==> src/rtl/mdu_pkg.sv <==
// Shared definitions for the iterative multiply/divide sequencer.
//   mdu_op_e    : RV32M unsigned operation select (MUL, MULHU, DIVU, REMU)
//   mdu_state_e : sequencer control states
//   ALU_*       : 2-bit ALU control encodings, shared with the decoder
package mdu_pkg;

  typedef enum logic [1:0] {
    MDU_MUL   = 2'b00,
    MDU_MULHU = 2'b01,
    MDU_DIVU  = 2'b10,
    MDU_REMU  = 2'b11
  } mdu_op_e;

  typedef enum logic [1:0] {
    IDLE = 2'b00,
    RUN  = 2'b01,
    DONE = 2'b10
  } mdu_state_e;

  localparam logic [1:0] ALU_ADD = 2'b00;
  localparam logic [1:0] ALU_SUB = 2'b01;
  localparam logic [1:0] ALU_AND = 2'b10;
  localparam logic [1:0] ALU_OR  = 2'b11;

endpackage

==> src/rtl/mdu_sequencer.sv <==
// Iterative RV32M unsigned MUL/MULHU/DIVU/REMU controller that borrows the
// shared external ALU for one add or subtract per clock, DATA_WIDTH cycles.
// Ports:
//   clk, rst_n               clock, asynchronous active-low reset
//   start, op, src_a, src_b  request and operands, sampled when ready=1
//   abort                    kills an operation in RUN (no done, result kept)
//   ready, busy, done        IDLE / RUN / one-cycle completion pulse
//   result                   registered result, held until next completion
//   alu_op_a, alu_op_b       ALU operand drive (zero outside RUN)
//   alu_control              ALU function (add for multiply, sub for divide)
//   alu_result, alu_cout     ALU sum/difference and raw carry-out
module mdu_sequencer
  import mdu_pkg::*;
#(
  parameter  int DATA_WIDTH = 32,
  localparam int CNT_W      = $clog2(DATA_WIDTH)
) (
  input  logic                  clk,
  input  logic                  rst_n,
  input  logic                  start,
  input  logic [1:0]            op,
  input  logic [DATA_WIDTH-1:0] src_a,
  input  logic [DATA_WIDTH-1:0] src_b,
  input  logic                  abort,
  output logic                  ready,
  output logic                  busy,
  output logic                  done,
  output logic [DATA_WIDTH-1:0] result,
  output logic [DATA_WIDTH-1:0] alu_op_a,
  output logic [DATA_WIDTH-1:0] alu_op_b,
  output logic [1:0]            alu_control,
  input  logic [DATA_WIDTH-1:0] alu_result,
  input  logic                  alu_cout
);

  mdu_state_e            state_q, state_d;
  mdu_op_e               op_q;
  logic [CNT_W-1:0]      cnt_q;
  // acc_q  : product high half (hi) or partial remainder (rem)
  // lo_q   : multiplier / product low half (lo) or dividend / quotient (quo)
  // opnd_q : multiplicand (mcand) or divisor (dvs)
  logic [DATA_WIDTH-1:0] acc_q, acc_d;
  logic [DATA_WIDTH-1:0] lo_q, lo_d;
  logic [DATA_WIDTH-1:0] opnd_q;
  logic [DATA_WIDTH-1:0] result_q;
  logic [DATA_WIDTH-1:0] shifted;
  logic                  is_div;
  logic                  last_iter;

  assign is_div    = op_q[1];
  assign last_iter = (cnt_q == CNT_W'(DATA_WIDTH - 1));
  // Remainder shifted left with the next dividend bit pulled in.
  assign shifted   = {acc_q[DATA_WIDTH-2:0], lo_q[DATA_WIDTH-1]};
  assign result    = result_q;

  // State register
  always_ff @(posedge clk or negedge rst_n) begin
    if (!rst_n) begin
      state_q <= IDLE;
    end else begin
      state_q <= state_d;
    end
  end

  // Next-state logic; abort outranks the final-iteration exit
  always_comb begin
    state_d = state_q;
    unique case (state_q)
      IDLE:    if (start) state_d = RUN;
      RUN: begin
        if (abort)          state_d = IDLE;
        else if (last_iter) state_d = DONE;
      end
      DONE:    state_d = IDLE;
      default: state_d = IDLE;
    endcase
  end

  // Output logic: status flags and ALU drive
  always_comb begin
    ready       = (state_q == IDLE);
    busy        = (state_q == RUN);
    done        = (state_q == DONE);
    alu_op_a    = '0;
    alu_op_b    = '0;
    alu_control = ALU_ADD;
    if (state_q == RUN) begin
      if (is_div) begin
        alu_op_a    = shifted;
        alu_op_b    = opnd_q;
        alu_control = ALU_SUB;
      end else begin
        alu_op_a    = acc_q;
        alu_op_b    = lo_q[0] ? opnd_q : '0;
        alu_control = ALU_ADD;
      end
    end
  end

  // Per-iteration update of the working registers from the ALU response
  always_comb begin
    acc_d = acc_q;
    lo_d  = lo_q;
    if (is_div) begin
      // Carry-out of the subtract means no borrow: the quotient bit is 1.
      acc_d = alu_cout ? alu_result : shifted;
      lo_d  = {lo_q[DATA_WIDTH-2:0], alu_cout};
    end else begin
      // 33-bit sum shifted right: carry enters hi, sum LSB enters lo.
      acc_d = {alu_cout, alu_result[DATA_WIDTH-1:1]};
      lo_d  = {alu_result[0], lo_q[DATA_WIDTH-1:1]};
    end
  end

  // Datapath registers
  always_ff @(posedge clk or negedge rst_n) begin
    if (!rst_n) begin
      op_q     <= MDU_MUL;
      cnt_q    <= '0;
      acc_q    <= '0;
      lo_q     <= '0;
      opnd_q   <= '0;
      result_q <= '0;
    end else begin
      unique case (state_q)
        IDLE: begin
          if (start) begin
            op_q  <= mdu_op_e'(op);
            cnt_q <= '0;
            acc_q <= '0;
            if (op[1]) begin
              lo_q   <= src_a;
              opnd_q <= src_b;
            end else begin
              lo_q   <= src_b;
              opnd_q <= src_a;
            end
          end
        end
        RUN: begin
          if (!abort) begin
            acc_q <= acc_d;
            lo_q  <= lo_d;
            cnt_q <= cnt_q + CNT_W'(1);
            // op[0] set (MULHU, REMU) selects the acc half
            if (last_iter) result_q <= op_q[0] ? acc_d : lo_d;
          end
        end
        default: ;
      endcase
    end
  end

endmodule

==> config.mk <==
export PLATFORM = sky130hd
export DESIGN_NAME = mdu_sequencer
export DESIGN_NICKNAME = d
export VERILOG_FILES = /design/src/rtl/mdu_pkg.sv /design/src/rtl/mdu_sequencer.sv
export SDC_FILE = /design/constraint.sdc
export NUM_CORES = 1
export LEC_CHECK = 0
export ABC_AREA = 1
export CAP_MARGIN = 20
export CORE_MARGIN = 4
export CORE_UTILIZATION = 40
export DETAILED_ROUTE_END_ITERATION = 7
export PLACE_DENSITY = 0.69
export REMOVE_ABC_BUFFERS = 1
export SETUP_SLACK_MARGIN = 0.05
export SYNTH_ARGS = -nofsm -noshare
export SYNTH_HDL_FRONTEND = slang
export SYNTH_SLANG_ARGS = --single-unit
==> constraint.sdc <==
create_clock -name clk -period 2.1 [get_ports clk]
set_input_delay 0.42 -clock clk [delete_from_list [all_inputs] [get_ports clk]]
set_output_delay 0.42 -clock clk [all_outputs]
set_load 0.005 [all_outputs]
==> metrics.txt <==
failing checks hold timing, setup timing; final instance area between 10000 and 15000 um^2; Internal Power 6630 uW; Clock Latency Late Sink between 400 and 500 ps; Post-Route WL about 28000 um; post-DR vias/cell between 5 and 6; TritonCTS Buffers 17; kind of start point of the critical path flop; Final min period 2340 ps; WL/cell about 16 um; htree depth 4; Reg2Reg Launch Point state_q[0]; Buf+Inv Stages, Crit Path 2; Slew HR between 50 and 60%; power density cells 870 nW/um^2; drc violations 0; Sw Pwr ~3700 uW; R2R setup slack around 400 ps; Root Driver clkbuf_16; DR iter-0 viols a little under 600; combinational share of power between 30% and 40%; crit-path leading delay family buffers and inverters; area of the die 23500 um^2; hpwl dp ~19000 um; largest net degree at the start of global routing between 80 and 90; Reg power frac about a third; worst-case vdd ir drop around 0.61 mV; run status finished, violations left; Worst Setup End Kind primary output; core area roughly 20000 um^2; Final ANT Viol Nets 0; CTS tree done; Synth Area in Adders less than 1%; RR Endpoint lo_q[2]; CTS sink cnt ~140; Achievable Freq about 430 MHz; FP Rows between 50 and 60; crit share post-route 111%; Avg Cell Area, Syn approximately 6.7 um^2; Least-Margin Pin Slew 604 ps; biggest cell delay along the critical path 530 ps; Max-Cap Viols 0; Die W approximately 150 um; leakage between 0.006 and 0.007 uW; fillers about 2000; synthesized flop and latch total approximately 140; synth unique cells 27; Crit Path Max Fanout 8; synth warn 0; Inserted Diodes 0; Post-Synthesis Cells 1263; Hold Slack -32.1 ps; Layout Skew ~6.4 ps; CP max-delay cell clkdlybuf4s50_1; R2R depth 7; WP data arrival between 1500 and 2000 ps; final hold violations 15; main combinational cell family by area after synthesis simple AND/OR/NAND/NOR gates; synth-to-layout area growth 39.8%; Cell Area, Synth about 8500 um^2; switching share of total power a little over a third; initial antenna violation count 0; Clock Tree Buf Depth 2; total grt overflow 0; Crit Path Category flop to primary output; Layout Nets ~1600; Hold Path Class input port to async pin; fin cells 1746; io pins 204; post-synthesis sequential area ratio between 40% and 50%; Critical Path RT 1680 ps; GP Congestion around 0.89; XOR/XNOR Fraction of Synth Area 0%; Die Height 153 um; multiplexer share of the synthesized area 0.118%; Worst Setup Slack, final -236 ps; Simple-Gate Fraction of Synth Area 35.6%; final setup vio count 15; dpl cell area 10800 um^2; initial core utilization between 40% and 50%; first-pass GRT wire length 43300 um; layout cells sized above 1 a little over an eighth; Clk pwr share between 20% and 30%; Compound-Gate Fraction of Synth Area 12.6%; RSZ-0062 raised after global routing yes; GRT Util Overall between 20% and 30%; Worst Setup SP op_q[1]; via count about 9000; clk slew on worst S/H paths roughly 60 ps; vias in the first global route between 8000 and 9000; Pre-Repair DR Iteration Count 5; cell breakdown of the critical path buf_4 -> nand2_1 -> a21oi_1 -> clkdlybuf4s50_1; CTS Hold Bufs 0; PortBufs ~200; Pins Over Slew Limit 0; placed cells roughly 1700
[cell type report]
class,instances,area (um^2),area share [%]
multi-input combinational,915,4290,36.3
timing repair buffer,270,2700,22.9
inverter,123,467,3.95
clock buffer,23,498,4.21
sequential,137,3430,29.0
tap,270,338,2.86
clock inverter,8,92.6,0.783
[cell usage after synthesis]
cell type / instances / area share (%)
inv_2: 7 / 0.31
a31oi_1: 1 / 0.074
mux2i_1: 1 / 0.12
buf_2: 36 / 2.1
nand3_1: 113 / 6.7
clkbuf_2: 1 / 0.059
buf_6: 10 / 1.3
nor2_8: 1 / 0.24
nand2_2: 2 / 0.15
o21ai_1: 8 / 0.47
nand2_4: 3 / 0.40
o21ai_0: 50 / 3.0
inv_1: 116 / 5.1
o211ai_1: 80 / 7.1
nor2_4: 1 / 0.13
nand2_1: 580 / 26
nand4_1: 1 / 0.074
nor3_1: 31 / 1.8
clkbuf_1: 38 / 1.7
a21oi_1: 33 / 2.0
nor2_2: 1 / 0.074
ha_1: 2 / 0.30
buf_1: 2 / 0.089
conb_1: 1 / 0.044
dfrtp_1: 137 / 41
buf_4: 1 / 0.089
nor2_1: 6 / 0.27
[metrics by stage]
step	setup slack [ps]	utilization [%]	power [uW]	setup TNS, ps
2_1_floorplan	-1460	-	5250	-185410
3_3_place_gp	90.1	52.8	6810	0
3_5_place_dp	81.6	52.8	6850	0
4_1_cts	-253	56.2	10000	-10640
5_1_grt	-331	57.7	10900	-3340
6_report	-236	57.7	10300	-1760
[kinds of logic (layout without fill, tap and decap cells)]
| logic type | Yosys count | after routing |
|---|---|---|
| multiplexers | 1 | 1 |
| adder cells (fa/ha/maj) | 2 | 2 |
| AND/OR/NAND/NOR | 739 | 739 |
| other | 1 | 1 |
| AO/OA/AOI/OAI | 172 | 172 |
| buffers and inverters | 211 | 424 |
| flip-flops | 137 | 137 |
[worst reg2reg max path: cells and delay by family, from the launching register on]
kind	cells	cell delay, ps
compound gates	1	300
flops	1	440
simple gates	3	370
buf+inv	3	540
[how the worst max path moves through the flow]
| stage | slack [ps] | cells past startpoint | end |
|---|---|---|---|
| after floorplan | -1460 | 5 | result[31] |
| after global placement | 90 | 5 | alu_op_a[1] |
| after detailed placement | 80 | 5 | alu_op_a[1] |
| after CTS | -250 | 4 | alu_op_a[6] |
| after global routing | -330 | 5 | alu_op_b[5] |
| final | -240 | 4 | alu_op_a[0] |
[layer usage]
metal  GRT usage (%)  share of wire (%)  vias to the layer above
met1            32.5                 45                     4097
met4            6.27                1.8                        0
met2            35.0                 47                      308
li1                -                  -                     4434
met3            3.48                6.3                       33
met5               0                  0                        -
[cell usage in the layout, fill, tap and decap left out, types with 18 or more instances in the layout]
cell type / instances
nand2_1: 574
clkdlybuf4s50_1: 137
dfrtp_1: 135
inv_1: 116
nand3_1: 113
o211ai_1: 80
o21ai_0: 50
buf_4: 35
clkbuf_2: 22
buf_2: 21
clkbuf_16: 20
a21oi_2: 18
[flip-flops by register name (all words and copies together) (netlist names)]
register / flops
acc_q: 32
cnt_q: 5
lo_q: 32
op_q: 2
opnd_q: 32
result: 32
state_q: 2
[what timing repair did]
item	CTS	global route
gates cloned	1	5
resized for setup	86	124
buffers inserted	6	20
endpoints found under the setup margin	67	64
pin swaps	0	7
[power groups by stage]
stage                     combinational, uW  clock, uW  sequential (uW)
after global routing                   4180       3200             3560
after floorplan                        1750          0             3500
after detailed placement               3340          0             3510
final                                  3760       3030             3500
after CTS                              3450       3080             3480
after global placement                 3300          0             3510
(Power assumes the default switching activity.)
